===== src/rtl/mem_lsu_if.sv =====
// Data-memory bus of the load/store unit: req/gnt address phase followed by an rvalid read response.
interface mem_lsu_if #(
   parameter int DATA_W = 32,
   parameter int STRB_W = DATA_W / 8
);
   logic              req;
   logic              we;
   logic [DATA_W-1:0] addr;
   logic [DATA_W-1:0] wdata;
   logic [STRB_W-1:0] wstrb;
   logic              gnt;
   logic              rvalid;
   logic [DATA_W-1:0] rdata;

   modport master (output req, we, addr, wdata, wstrb, input gnt, rvalid, rdata);
   modport slave  (input req, we, addr, wdata, wstrb, output gnt, rvalid, rdata);
endinterface


===== src/rtl/mem_lsu.sv =====
// Load/store unit for the MEM stage: lane shifting, byte strobes, load extension,
// req/gnt/rvalid handshake with pipeline stall, misalignment and response-timeout detection.
module mem_lsu #(
   parameter int DATA_W      = 32,
   parameter int STRB_W      = DATA_W / 8,
   parameter int TIMEOUT_CYC = 255
) (
   input  logic              clk_i,
   input  logic              rst_ni,
   input  logic              valid_i,
   input  logic              we_i,
   input  logic [1:0]        size_i,
   input  logic              unsigned_i,
   input  logic [DATA_W-1:0] addr_i,
   input  logic [DATA_W-1:0] wdata_i,
   output logic              stall_o,
   output logic              done_o,
   output logic [DATA_W-1:0] rdata_o,
   output logic              misalign_o,
   output logic              err_o,
   mem_lsu_if.master         mem
);
   localparam int OFF_W = $clog2(STRB_W);
   localparam logic [15:0] CNT_LAST = 16'(TIMEOUT_CYC - 1);

   typedef enum logic [1:0] {IDLE = 2'd0, REQ = 2'd1, WAIT_R = 2'd2, DONE = 2'd3} state_e;

   function automatic logic is_misaligned(input logic [1:0] size, input logic [OFF_W-1:0] off);
      logic bad;
      case (size)
         2'b00:   bad = 1'b0;
         2'b01:   bad = off[0];
         2'b10:   bad = (off[1:0] != 2'b00);
         2'b11:   bad = (DATA_W == 32) ? 1'b1 : (off != {OFF_W{1'b0}});
         default: bad = 1'b1;
      endcase
      return bad;
   endfunction

   function automatic logic [STRB_W-1:0] strobe(input logic [1:0] size, input logic [OFF_W-1:0] off);
      logic [STRB_W-1:0] base;
      base = {STRB_W{1'b0}};
      case (size)
         2'b00:   base[0]   = 1'b1;
         2'b01:   base[1:0] = 2'b11;
         2'b10:   base[3:0] = 4'hF;
         2'b11:   base      = {STRB_W{1'b1}};
         default: base      = {STRB_W{1'b0}};
      endcase
      return base << off;
   endfunction

   // Field width w selects the kept bits; everything above is filled with the sign (or zero).
   function automatic logic [DATA_W-1:0] extend(input logic [DATA_W-1:0] raw, input logic [1:0] size,
                                                input logic uns, input logic [OFF_W-1:0] off);
      logic [DATA_W-1:0] sh;
      logic [DATA_W-1:0] keep;
      logic              sgn;
      int                w;
      sh = raw >> {off, 3'b000};
      case (size)
         2'b00:   begin w = 32'sd8;  sgn = sh[7];        end
         2'b01:   begin w = 32'sd16; sgn = sh[15];       end
         2'b10:   begin w = 32'sd32; sgn = sh[31];       end
         default: begin w = DATA_W;  sgn = sh[DATA_W-1]; end
      endcase
      keep = {DATA_W{1'b1}} >> (DATA_W - w);
      return (sh & keep) | ({DATA_W{sgn & ~uns}} & ~keep);
   endfunction

   state_e            state_q, state_d;
   logic [DATA_W-1:0] addr_q, addr_d;
   logic [DATA_W-1:0] wdata_q, wdata_d;
   logic [STRB_W-1:0] wstrb_q, wstrb_d;
   logic [OFF_W-1:0]  off_q, off_d;
   logic [1:0]        size_q, size_d;
   logic              we_q, we_d;
   logic              uns_q, uns_d;
   logic [15:0]       cnt_q, cnt_d;
   logic [DATA_W-1:0] rdata_q, rdata_d;
   logic              err_q, err_d;
   logic              stall_s, misalign_s, valid_s, bad_s;
   logic [OFF_W-1:0]  off_s;

   // Gating with rst_ni keeps the combinational outputs at 0 while reset is asserted.
   assign valid_s = valid_i & rst_ni;
   assign off_s   = addr_i[OFF_W-1:0];
   assign bad_s   = is_misaligned(size_i, off_s);

   // Next-state, capture and handshake decode
   always_comb begin
      state_d    = state_q;
      addr_d     = addr_q;
      wdata_d    = wdata_q;
      wstrb_d    = wstrb_q;
      off_d      = off_q;
      size_d     = size_q;
      we_d       = we_q;
      uns_d      = uns_q;
      cnt_d      = cnt_q;
      rdata_d    = rdata_q;
      err_d      = 1'b0;
      stall_s    = 1'b0;
      misalign_s = 1'b0;
      case (state_q)
         IDLE: begin
            if (valid_s && bad_s) begin
               misalign_s = 1'b1;
            end else if (valid_s) begin
               stall_s = 1'b1;
               addr_d  = {addr_i[DATA_W-1:OFF_W], {OFF_W{1'b0}}};
               wdata_d = wdata_i << {off_s, 3'b000};
               wstrb_d = we_i ? strobe(size_i, off_s) : {STRB_W{1'b0}};
               off_d   = off_s;
               size_d  = size_i;
               we_d    = we_i;
               uns_d   = unsigned_i;
               state_d = REQ;
            end else begin
               state_d = IDLE;
            end
         end
         REQ: begin
            stall_s = 1'b1;
            if (mem.gnt && we_q) begin
               state_d = DONE;
            end else if (mem.gnt) begin
               cnt_d   = 16'd0;
               state_d = WAIT_R;
            end else begin
               state_d = REQ;
            end
         end
         WAIT_R: begin
            stall_s = 1'b1;
            if (mem.rvalid) begin
               rdata_d = extend(mem.rdata, size_q, uns_q, off_q);
               state_d = DONE;
            end else if (cnt_q == CNT_LAST) begin
               rdata_d = {DATA_W{1'b0}};
               err_d   = 1'b1;
               state_d = DONE;
            end else begin
               cnt_d = cnt_q + 16'd1;
            end
         end
         DONE:    state_d = IDLE;
         default: state_d = IDLE;
      endcase
   end

   // State and captured access registers
   always_ff @(posedge clk_i or negedge rst_ni) begin
      if (!rst_ni) begin
         state_q <= IDLE;
         addr_q  <= {DATA_W{1'b0}};
         wdata_q <= {DATA_W{1'b0}};
         wstrb_q <= {STRB_W{1'b0}};
         off_q   <= {OFF_W{1'b0}};
         size_q  <= 2'b00;
         we_q    <= 1'b0;
         uns_q   <= 1'b0;
         cnt_q   <= 16'd0;
         rdata_q <= {DATA_W{1'b0}};
         err_q   <= 1'b0;
      end else begin
         state_q <= state_d;
         addr_q  <= addr_d;
         wdata_q <= wdata_d;
         wstrb_q <= wstrb_d;
         off_q   <= off_d;
         size_q  <= size_d;
         we_q    <= we_d;
         uns_q   <= uns_d;
         cnt_q   <= cnt_d;
         rdata_q <= rdata_d;
         err_q   <= err_d;
      end
   end

   assign stall_o    = stall_s;
   assign misalign_o = misalign_s;
   assign done_o     = (state_q == DONE);
   assign err_o      = err_q;
   assign rdata_o    = rdata_q;
   assign mem.req    = (state_q == REQ);
   assign mem.we     = we_q;
   assign mem.addr   = addr_q;
   assign mem.wdata  = wdata_q;
   assign mem.wstrb  = wstrb_q;
endmodule


===== src/flat_wrapper.sv =====
// flat-port wrapper written by rule: the top's interface ports become plain ports
module mem_lsu_flat 
#(
   parameter int DATA_W      = 32,
   parameter int STRB_W      = DATA_W / 8,
   parameter int TIMEOUT_CYC = 255
)
  (clk_i, rst_ni, valid_i, we_i, size_i, unsigned_i, addr_i, wdata_i, stall_o, done_o, rdata_o, misalign_o, err_o, mem_req, mem_we, mem_addr, mem_wdata, mem_wstrb, mem_gnt, mem_rvalid, mem_rdata);
  mem_lsu_if #(.DATA_W(DATA_W), .STRB_W(STRB_W)) mem_i ();
  input  logic clk_i;
  input  logic rst_ni;
  input  logic valid_i;
  input  logic we_i;
  input  logic [1:0] size_i;
  input  logic unsigned_i;
  input  logic [DATA_W-1:0] addr_i;
  input  logic [DATA_W-1:0] wdata_i;
  output logic stall_o;
  output logic done_o;
  output logic [DATA_W-1:0] rdata_o;
  output logic misalign_o;
  output logic err_o;
  output wire logic [$bits(mem_i.req)-1:0] mem_req;
  output wire logic [$bits(mem_i.we)-1:0] mem_we;
  output wire logic [$bits(mem_i.addr)-1:0] mem_addr;
  output wire logic [$bits(mem_i.wdata)-1:0] mem_wdata;
  output wire logic [$bits(mem_i.wstrb)-1:0] mem_wstrb;
  input wire logic [$bits(mem_i.gnt)-1:0] mem_gnt;
  input wire logic [$bits(mem_i.rvalid)-1:0] mem_rvalid;
  input wire logic [$bits(mem_i.rdata)-1:0] mem_rdata;
  assign mem_req = mem_i.req;
  assign mem_we = mem_i.we;
  assign mem_addr = mem_i.addr;
  assign mem_wdata = mem_i.wdata;
  assign mem_wstrb = mem_i.wstrb;
  assign mem_i.gnt = mem_gnt;
  assign mem_i.rvalid = mem_rvalid;
  assign mem_i.rdata = mem_rdata;
  mem_lsu #(.DATA_W(DATA_W), .STRB_W(STRB_W), .TIMEOUT_CYC(TIMEOUT_CYC)) u_core (.clk_i(clk_i), .rst_ni(rst_ni), .valid_i(valid_i), .we_i(we_i), .size_i(size_i), .unsigned_i(unsigned_i), .addr_i(addr_i), .wdata_i(wdata_i), .stall_o(stall_o), .done_o(done_o), .rdata_o(rdata_o), .misalign_o(misalign_o), .err_o(err_o), .mem(mem_i));
endmodule

===== config.mk =====
export PLATFORM = sky130hd
export DESIGN_NAME = mem_lsu_flat
export DESIGN_NICKNAME = d
export VERILOG_FILES = /design/src/rtl/mem_lsu_if.sv /design/src/rtl/mem_lsu.sv /design/src/flat_wrapper.sv
export SDC_FILE = /design/constraint.sdc
export NUM_CORES = 1
export LEC_CHECK = 0
export ABC_AREA = 1
export CAP_MARGIN = 20
export CORE_ASPECT_RATIO = 1.25
export CORE_MARGIN = 3
export CORE_UTILIZATION = 51
export DETAILED_ROUTE_END_ITERATION = 6
export PLACE_DENSITY = 0.93
export SLEW_MARGIN = 10
export SYNTH_ARGS = -nofsm -noshare
export SYNTH_HDL_FRONTEND = slang
export SYNTH_SLANG_ARGS = --single-unit

===== constraint.sdc =====
create_clock -name clk_i -period 4.9 [get_ports clk_i]
set_input_delay 0.735 -clock clk_i [delete_from_list [all_inputs] [get_ports clk_i]]
set_output_delay 0.735 -clock clk_i [all_outputs]
set_load 0.03 [all_outputs]

==> results of run 1 <==
==> worst max-delay path, stage by stage <==
cell	delay (ns)
clkdlybuf4s50_1	0.45
buf_4	0.34
inv_2	0.26
o21ai_1	0.25
o21ai_1	0.17
inv_1	0.08
nand2_1	0.10
inv_1	0.07
clkdlybuf4s50_1	0.69
==> cell families after synthesis <==
logic type	Yosys count	share of synthesized area (%)
multiplexers	4	0.609
AND/OR/NAND/NOR	534	33.2
other	1	0.0571
adder cells (fa/ha/maj)	9	1.71
buffers and inverters	98	6.99
flip-flops	123	46.8
AO/OA/AOI/OAI	114	9.90
XOR/XNOR	5	0.667
==> per-layer routing <==
metal	vias up	wire length, µm	track usage [%]
met5	-	0	0
met4	0	571	11.4
met3	54	1620	7.03
met2	375	10200	47.5
met1	3098	7320	34.3
li1	3201	-	-
==> worst max-delay path by stage <==
stage	depth (start not counted)	startpoint	end
after CTS	9	addr_i[0]	misalign_o
after global routing	9	addr_i[0]	misalign_o
final	9	addr_i[0]	misalign_o
after floorplan	7	addr_i[1]	stall_o
after detailed placement	9	addr_i[0]	misalign_o
after global placement	9	addr_i[0]	misalign_o
==> final cells by class <==
class	instances	area share, %
Tap cell	164	2.21
Inverter	51	2.09
Sequential cell	123	33.1
Multi-Input combinational cell	668	32.7
Clock inverter	13	2.32
Timing Repair Buffer	213	22.8
Clock buffer	19	4.77
==> per-stage QoR <==
stage / cell area, µm² / std cells
3_5_place_dp: 8630 / 1219
3_3_place_gp: 8630 / 1219
5_1_grt: 9290 / 1251
4_1_cts: 9290 / 1251
2_1_floorplan: 6580 / 889
6_report: 9290 / 1251
==> state kept, by name, indices dropped and copies added, names as in the netlist, named ones only <==
| register | flops |
|---|---|
| u_core.size_q | 2 |
| u_core.err_o | 1 |
| u_core.off_q | 2 |
| u_core.uns_q | 1 |
| u_core.mem.addr | 30 |
| u_core.mem.wdata | 32 |
| u_core.mem.we | 1 |
| u_core.rdata_o | 32 |
| u_core.cnt_q | 16 |
| u_core.mem.wstrb | 4 |
| u_core.state_q | 1 |
==> power breakdown <==
part           total, mW  internal, mW  switching (mW)
sequential          1.72          1.42           0.307
clock               1.40         0.921           0.476
combinational       2.89          1.09            1.80
==> synth_stat cells, drive strengths merged (4+ instances only) <==
cell type	instances	area [µm²]
a21oi	21	109
a31oi	9	56.3
buf	30	201
clkbuf	17	63.8
dfrtp	123	3080
ha	9	113
inv	50	190
mux2i	4	40.0
nand2	400	1530
nand3	63	340
nand4	5	31.3
nor2	59	239
o211ai	4	30.0
o21ai	67	358
o31ai	9	67.6
==> metrics.md, run 1 <==
| Metric | Value |
|---|---|
| Post-DP HPWL | 13.5 mm |
| Via/cell ratio | 5.38 |
| Drt wl/cell | 15.7 µm |
| Largest net degree at the start of global routing | 98 |
| Clock slew at reported path FFs | 0.06 ns |
| Fmax | 256 MHz |
| Clock tree buffer depth | 2 |
| Post-CTS resize count | 0 |
| Period minus WS final | 3.90 ns |
| FF/Latch Area | 3080 µm² |
| Final core utilization | 75.0% |
| Synth cell types | 40 |
| Critical Setup Path Class | in -> out |
| Setup WS post-layout | 0.998 ns |
| Post-synth ARST share | 100% |
| Post-synth top flop | dfrtp_1 |
| Die area | 14300 µm² |
| FF-to-FF Start | u_core.off_q[0] |
| Max IR drop VDD | 500 µV |
| Clock Sink Count | 123 |
| Warnings from Yosys | 0 |
| Grt total ovfl | 0 |
| Post-CTS setup buffer count | 0 |
| CTS buffer count | 17 |
| Total power | 6.01 mW |
| Status | finished, final reports clean |
| Critical Path RT | 4.16 ns |
| GPL Wtd Cong | 0.922 |
| Initial antenna violation count | 0 |
| Vias in the first global route | 6539 |
| Setup Viol. Count Final | 0 |
| Leakage | 4.42 nW |
| DIE WIDTH | 108 µm |
| Multi-input gate area | 3040 µm² |
| Gr usage total | 28.2% |
| CTS tree | built |
| Worst Skew | 0.00981 ns |
| Drt pass-1 iters | 5 |
| Setup TNS | 0 ns |
| Worst R2R End | u_core.rdata_o[14] |
| IO buf count | 208 |
| Gate count of the mapped netlist | 888 |
| Path depth of the worst reg2reg path | 9 |
| Worst Tran Pin Value | 1.08 ns |
| Hold buffer count at CTS | 0 |
| Hold slack final | 0.466 ns |
| Critical Path Fanout Max | 40 |
| Post-route ant nets | 0 |
| FILL cells | 837 |
| Net count, final | 1188 |
| Root Buffer | clkbuf_16 |
| Layout cell share with drive strength beyond 1 | 6.35% |
| Worst R2R Setup Slack | 2.31 ns |
| Starting Density | 53.1% |
| Hold Crit Class | in -> async |
| Die H | 133 µm |
| FF+latch count, synth | 123 |
| Top Ports | 211 |
| Total Routed Length | 19.7 mm |
| Final Hold Fails | 0 |
| Antenna cells | 0 |
| Commonest non-fill, non-tap cells in the layout | 392 x nand2_1, 206 x clkdlybuf4s50_1, 123 x dfrtp_1 |
| Max transition margin | 28.0% |
| MaxCap Viol Count | 0 |
| Crit path launch type | primary input |
| Number of H-tree levels | 4 |
| Placement Setup Slack | 1.10 ns |
| First-pass GRT wire length | 32.1 mm |
| Area grow syn2layout | 41.4% |
| Syn avg cell area | 7.40 µm² |
| Worst-Skew Late Latency | 0.42 ns |
| Commonest non-fill, non-tap cell in the layout | nand2_1 |
| EDFF count, synth | 0 |
| Cell Pwr Density | 647 nW/µm² |
| Site row count | 45 |
| Worst EP arrival | 3.17 ns |
| Final cycle utilization of the critical path | 79.6% |
| RSZ-0062 raised after global routing | false |
| Residual DRC count | 0 |
| Critical Path End Type | output pin |
| Core area | 12400 µm² |
| Cell Area, Synth | 6570 µm² |
| Vias after detailed routing | 6728 |
| First DRT Iteration DRCs | 426 |
| Max-slew violations | 0 |
| Post-synthesis sequential area ratio | 46.8% |
(Power assumes the default switching activity.)
==> run 2, diff against run 1 <==
--- a/config.mk
+++ b/config.mk
@@ -9,9 +9,9 @@
 export CAP_MARGIN = 20
 export CORE_ASPECT_RATIO = 1.25
 export CORE_MARGIN = 3
-export CORE_UTILIZATION = 51
+export CORE_UTILIZATION = 47
 export DETAILED_ROUTE_END_ITERATION = 6
-export PLACE_DENSITY = 0.93
+export PLACE_DENSITY = 0.87
 export SLEW_MARGIN = 10
 export SYNTH_ARGS = -nofsm -noshare
 export SYNTH_HDL_FRONTEND = slang
==> constraint.sdc (replaced) <==
create_clock -name clk_i -period 3.6 [get_ports clk_i]
set_input_delay 0.54 -clock clk_i [delete_from_list [all_inputs] [get_ports clk_i]]
set_output_delay 0.54 -clock clk_i [all_outputs]
set_load 0.03 [all_outputs]
==> metrics.md, run 2 (synthesized netlist as in run 1, its figures left out) <==
| Metric | Value |
|---|---|
| DIE WIDTH | 112 µm (was 108 µm) |
| Layout cell share with drive strength beyond 1 | 6.78% (was 6.35%) |
| RSZ-0062 raised after global routing | false (unchanged) |
| GPL Wtd Cong | 0.872 (was 0.922) |
| Antenna cells | 0 (unchanged) |
| Grt total ovfl | 0 (unchanged) |
| Die H | 138 µm (was 133 µm) |
| Hold Crit Class | in -> async (unchanged) |
| Post-CTS resize count | 0 (unchanged) |
| Internal Power | 4.41 mW (was 3.43 mW) |
| Commonest non-fill, non-tap cell in the layout | nand2_1 (unchanged) |
| Clock Sink Count | 123 (unchanged) |
| Critical Path End Type | output pin (unchanged) |
| Post-DP HPWL | 14.0 mm (was 13.5 mm) |
| Fmax | 339 MHz |
| Worst R2R Setup Slack | 1.22 ns (was 2.31 ns) |
| Drt pass-1 iters | 5 (unchanged) |
| Largest net degree at the start of global routing | 70 (was 98) |
| MaxCap Viol Count | 0 (unchanged) |
| Inst Count DP | 1231 (was 1219) |
| Critical Setup Path Class | in -> out (unchanged) |
| Buf/Inv on CP | 4 (was 6) |
| Cell family with most CP delay | buffers and inverters (unchanged) |
| Worst Tran Pin Value | 0.856 ns (was 1.08 ns) |
| Vias after detailed routing | 6506 (was 6728) |
| Clock power share | 20.2% (was 23.2%) |
| Comb pwr share | 50.6% (was 48.1%) |
| FF-to-FF Start | u_core.state_q[0] (was u_core.off_q[0]) |
| Total Routed Length | 19.2 mm (was 19.7 mm) |
| First-pass GRT wire length | 31.9 mm (was 32.1 mm) |
| Area grow syn2layout | 40.9% (was 41.4%) |
| CTS tree | built (unchanged) |
| Max-slew violations | 0 (unchanged) |
| Switching Share | 44.2% (was 43.0%) |
| Final cycle utilization of the critical path | 81.9% |
| Drt wl/cell | 15.2 µm (was 15.7 µm) |
| Core area | 13500 µm² (was 12400 µm²) |
| Cell Pwr Density | 853 nW/µm² (was 647 nW/µm²) |
| CP Cell Sequence | clkdlybuf4s50_1 -> inv_2 -> nand2_1 -> o21ai_1 -> nand2_4 -> inv_2 -> nor2_1 -> nor2_1 -> buf_12 (was clkdlybuf4s50_1 -> buf_4 -> inv_2 -> o21ai_1 -> o21ai_1 -> inv_1 -> nand2_1 -> inv_1 -> clkdlybuf4s50_1) |
| Largest stage delay on the critical path | 0.43 ns (was 0.69 ns) |
| IO buf count | 208 (unchanged) |
| Worst Skew | 0.00908 ns (was 0.00981 ns) |
| Number of H-tree levels | 4 (unchanged) |
| Slowest CP cell | clkdlybuf4s50_1 (unchanged) |
| Period minus WS final | 2.95 ns |
| Worst setup path startpoint | addr_i[0] (unchanged) |
| Post-CTS setup buffer count | 0 (unchanged) |
| Top Ports | 211 (unchanged) |
| Worst EP arrival | 2.41 ns (was 3.17 ns) |
| Post-route ant nets | 0 (unchanged) |
| Clock slew at reported path FFs | 0.06 ns (about the same) |
| Final Cell Area | 9260 µm² (was 9290 µm²) |
| Crit path launch type | primary input (unchanged) |
| Critical Path Fanout Max | 26 (was 40) |
| Max IR drop VDD | 507 µV (was 500 µV) |
| Critical Path RT | 3.06 ns (was 4.16 ns) |
| Setup TNS | 0 ns (unchanged) |
| Residual DRC count | 0 (unchanged) |
| Gr usage total | 25.3% (was 28.2%) |
| Psw | 3.49 mW (was 2.58 mW) |
| Leakage | 4.40 nW (was 4.42 nW) |
| Max transition margin | 42.9% (was 28.0%) |
| Root Buffer | clkbuf_16 (unchanged) |
| Placed Instance Area | 8700 µm² (was 8630 µm²) |
| Flop pwr share | 29.2% (was 28.7%) |
| Site row count | 47 (was 45) |
| Vias in the first global route | 6543 (was 6539) |
| CTS buffer count | 17 (unchanged) |
| Hold buffer count at CTS | 0 (unchanged) |
| Final Hold Fails | 0 (unchanged) |
| Net count, final | 1193 (was 1188) |
| First DRT Iteration DRCs | 286 (was 426) |
| Status | finished, final reports clean (unchanged) |
| Worst-Skew Late Latency | 0.41 ns (was 0.42 ns) |
| Starting Density | 48.8% (was 53.1%) |
| Die area | 15400 µm² (was 14300 µm²) |
| Setup Viol. Count Final | 0 (unchanged) |
| Final cell count without fillers | 1263 (was 1251) |
| Setup WS post-layout | 0.653 ns (was 0.998 ns) |
| Via/cell ratio | 5.15 (was 5.38) |
| Total power | 7.90 mW (was 6.01 mW) |
| Placement Setup Slack | 0.653 ns (was 1.10 ns) |
| Initial antenna violation count | 0 (unchanged) |
| Clock tree buffer depth | 2 (unchanged) |
| Commonest non-fill, non-tap cells in the layout | 392 x nand2_1, 205 x clkdlybuf4s50_1, 123 x dfrtp_1 (was 392 x nand2_1, 206 x clkdlybuf4s50_1, 123 x dfrtp_1) |
[run 2: cell types whose count changed in the layout (fill, tap and decap cells not counted)]
cell             change
buf_12               +2
buf_4                +4
bufinv_16            -4
clkbuf_1             +1
clkbuf_8             -1
clkdlybuf4s50_1      -1
clkinv_2             +1
clkinv_4             -1
clkinvlp_4           +4
[run 2: area by class of cell]
type,instances,area (µm²)
sequential,123,3080
timing repair buffer,218,2170
clock buffer,19,433
inverter,51,194
tap,171,214
fill,1066,4210
multi-input combinational,668,3040
clock inverter,13,121
[run 2: routing by layer]
layer | GRT usage, % | vias up | wire [µm]
li1 | - | 3214 | -
met1 | 29.7 | 2991 | 7320
met2 | 44.0 | 260 | 9850
met3 | 6.73 | 41 | 1490
met4 | 9.99 | 0 | 564
met5 | 0 | - | 0
[run 2: through the flow]
stage / hold WS (ns) / utilization, %
floorplan: 0.244 / -
global placement: 0.456 / 64.6
detailed placement: 0.459 / 64.6
CTS: 0.340 / 68.7
global route: 0.358 / 68.7
finish: 0.302 / 68.7
[run 2: power by group through the flow]
| stage | combinational [mW] | clock, mW | sequential, mW |
|---|---|---|---|
| detailed placement | 4.00 | 0 | 2.30 |
| floorplan | 1.46 | 0 | 3.24 |
| CTS | 4.02 | 1.62 | 2.30 |
| finish | 3.99 | 1.60 | 2.30 |
| global route | 4.32 | 1.69 | 2.38 |
| global placement | 3.92 | 0 | 2.30 |
[run 2: path summary, 6_finish.rpt]
check                                        to  depth (start not counted)
min in group clk_i            u_core.rdata_o[5]                          2
max in group asynchronous   u_core.mem.addr[18]                          3
setup / recovery                        stall_o                          9
hold reg to reg               u_core.rdata_o[5]                          2
hold / removal             u_core.mem.wdata[29]                          2
setup reg to reg                u_core.cnt_q[6]                          7
==> run 3, diff against run 2 <==
--- a/config.mk
+++ b/config.mk
@@ -9,9 +9,9 @@
 export CAP_MARGIN = 20
 export CORE_ASPECT_RATIO = 1.25
 export CORE_MARGIN = 3
-export CORE_UTILIZATION = 47
+export CORE_UTILIZATION = 42
 export DETAILED_ROUTE_END_ITERATION = 6
-export PLACE_DENSITY = 0.87
+export PLACE_DENSITY = 0.83
 export SLEW_MARGIN = 10
 export SYNTH_ARGS = -nofsm -noshare
 export SYNTH_HDL_FRONTEND = slang
==> constraint.sdc (replaced) <==
create_clock -name clk_i -period 2.55 [get_ports clk_i]
set_input_delay 0.3825 -clock clk_i [delete_from_list [all_inputs] [get_ports clk_i]]
set_output_delay 0.3825 -clock clk_i [all_outputs]
set_load 0.03 [all_outputs]
==> metrics.md, run 3 (synthesized netlist as in run 1, its figures left out) <==
| Metric | Value |
|---|---|
| Max IR drop VDD | 650 µV (was 507 µV) |
| Via/cell ratio | 5.03 (was 5.15) |
| CTS tree | built (unchanged) |
| Period minus WS final | 2.34 ns |
| Vias after detailed routing | 6574 (was 6506) |
| Final cycle utilization of the critical path | 91.6% |
| First-pass GRT wire length | 32.1 mm (was 31.9 mm) |
| Critical Path RT | 2.17 ns (was 3.06 ns) |
| Area grow syn2layout | 43.0% (was 40.9%) |
| CTS buffer count | 17 (unchanged) |
| Post-CTS resize count | 0 (unchanged) |
| Hold Crit Class | in -> async (unchanged) |
| Status | finished, final reports clean (unchanged) |
| Worst Tran Pin Value | 0.685 ns (was 0.856 ns) |
| GPL Wtd Cong | 0.907 (was 0.872) |
| Critical Setup Path Class | reg -> out (was in -> out) |
| Post-route ant nets | 0 (unchanged) |
| Residual DRC count | 0 (unchanged) |
| Layer with the highest usage | met2 (unchanged) |
| Final Cell Area | 9400 µm² (was 9260 µm²) |
| Setup Viol. Count Final | 0 (unchanged) |
| Commonest non-fill, non-tap cells in the layout | 392 x nand2_1, 205 x clkdlybuf4s50_1, 123 x dfrtp_1 (unchanged) |
| Gr usage total | 22.9% (was 25.3%) |
| Post-DP HPWL | 14.1 mm (was 14.0 mm) |
| Site row count | 50 (was 47) |
| Worst-Skew Late Latency | 0.42 ns (was 0.41 ns) |
| Cell Pwr Density | 1200 nW/µm² (was 853 nW/µm²) |
| Net count, final | 1199 (was 1193) |
| Placed Instance Area | 8830 µm² (was 8700 µm²) |
| Starting Density | 43.4% (was 48.8%) |
| MaxCap Viol Count | 0 (unchanged) |
| IO buf count | 208 (unchanged) |
| Hold buffer count at CTS | 0 (unchanged) |
| Clock tree buffer depth | 2 (unchanged) |
| Grt total ovfl | 0 (unchanged) |
| Top Ports | 211 (unchanged) |
| Setup TNS | 0 ns (unchanged) |
| FILL cells | 1340 (was 1066) |
| Vias in the first global route | 6413 (was 6543) |
| Drt wl/cell | 14.9 µm (was 15.2 µm) |
| Critical Path End Type | output pin (unchanged) |
| RSZ-0062 raised after global routing | false (unchanged) |
| Drt pass-1 iters | 5 (unchanged) |
| Root Buffer | clkbuf_16 (unchanged) |
| Number of H-tree levels | 4 (unchanged) |
| Clock Sink Count | 123 (unchanged) |
| Die area | 17200 µm² (was 15400 µm²) |
| Met1 usage | 26.5% (was 29.7%) |
| Grt met3 use | 7.47% (was 6.73%) |
| Post-CTS setup buffer count | 0 (unchanged) |
| Core area | 15100 µm² (was 13500 µm²) |
| Worst Skew | 0.0118 ns (was 0.00908 ns) |
| Initial antenna violation count | 0 (unchanged) |
| Total Routed Length | 19.5 mm (was 19.2 mm) |
| DIE WIDTH | 118 µm (was 112 µm) |
| Die H | 146 µm (was 138 µm) |
| Critical Path Fanout Max | 6 (was 26) |
| Antenna cells | 0 (unchanged) |
| Crit path launch type | register (was primary input) |
| Commonest non-fill, non-tap cell in the layout | nand2_1 (unchanged) |
| Worst EP arrival | 1.95 ns (was 2.41 ns) |
| Max-slew violations | 0 (unchanged) |
| Largest net degree at the start of global routing | 124 (was 70) |
| Final Hold Fails | 0 (unchanged) |
| First DRT Iteration DRCs | 329 (was 286) |
| Fmax | 428 MHz |
| Max transition margin | 54.3% (was 42.9%) |
| Clock slew at reported path FFs | 0.06 ns (about the same) |
| Grt met2 use | 38.7% (was 44.0%) |
| Leakage | 4.44 nW (was 4.40 nW) |
| Layout cell share with drive strength beyond 1 | 7.47% (was 6.78%) |
## run 3: cell count changes in the layout (fill, tap and decap cells not counted), sizes merged
cell,previous run,this run
buf,13,19
clkinv,6,4
clkbuf,19,17
clkinvlp,5,6
inv,52,55
## run 3: final timing paths
kind / endpoint / start / cells after the start / slack, ns
max: stall_o / u_core.state_q[0] / 9 / 0.21
min in group clk_i: u_core.state_q[0] / rst_ni / 5 / 0.44
max in group asynchronous: u_core.mem.addr[19] / rst_ni / 2 / 1.93
min: u_core.mem.wdata[29] / rst_ni / 2 / 0.07
max reg2reg: u_core.rdata_o[16] / u_core.size_q[0] / 8 / 0.51
min reg2reg: u_core.rdata_o[2] / u_core.rdata_o[2] / 2 / 0.47
## run 3: area by class of cell
type / instances / area [µm²] / area share (%)
clock buffer: 17 / 425 / 4.53
multi-input combinational: 668 / 3040 / 32.4
tap: 208 / 260 / 2.77
sequential: 123 / 3080 / 32.7
inverter: 51 / 194 / 2.06
clock inverter: 15 / 141 / 1.50
timing repair buffer: 224 / 2260 / 24.0
## run 3: metal layers
metal	part of all wire (%)	up-vias	wire length, µm
li1	-	3217	-
met1	39	3060	7620
met2	50	253	9680
met3	7.7	44	1510
met4	3.6	0	702
met5	0	-	0
## run 3: stage by stage
step | setup WS (ns) | total power [mW] | instances | hold WS (ns) | utilization [%]
floorplan | 0.658 | 6.63 | 889 | 0.0869 | -
global placement | 0.260 | 8.91 | 1274 | 0.458 | 58.3
detailed placement | 0.177 | 9.00 | 1274 | 0.459 | 58.3
CTS | 0.176 | 11.4 | 1306 | 0.160 | 62.1
global route | 0.0695 | 12.0 | 1306 | 0.148 | 62.1
finish | 0.213 | 11.3 | 1306 | 0.0694 | 62.1
## run 3: worst max-delay path, cell delays in order (launching register included)
cell and delay [ns]:
dfrtp_1 0.45, inv_1 0.13, ha_1 0.15, inv_1 0.03, nor2_1 0.22, nand2_4 0.11, inv_2 0.07, nor2_1 0.03
nor2_1 0.18, buf_12 0.16
## run 3: report_power, final
group / switching [mW] / total [mW] / internal, mW / leakage (nW)
combinational: 3.51 / 5.74 / 2.23 / 2.60
sequential: 0.497 / 3.22 / 2.72 / 1.59
clock: 0.970 / 2.32 / 1.35 / 0.259
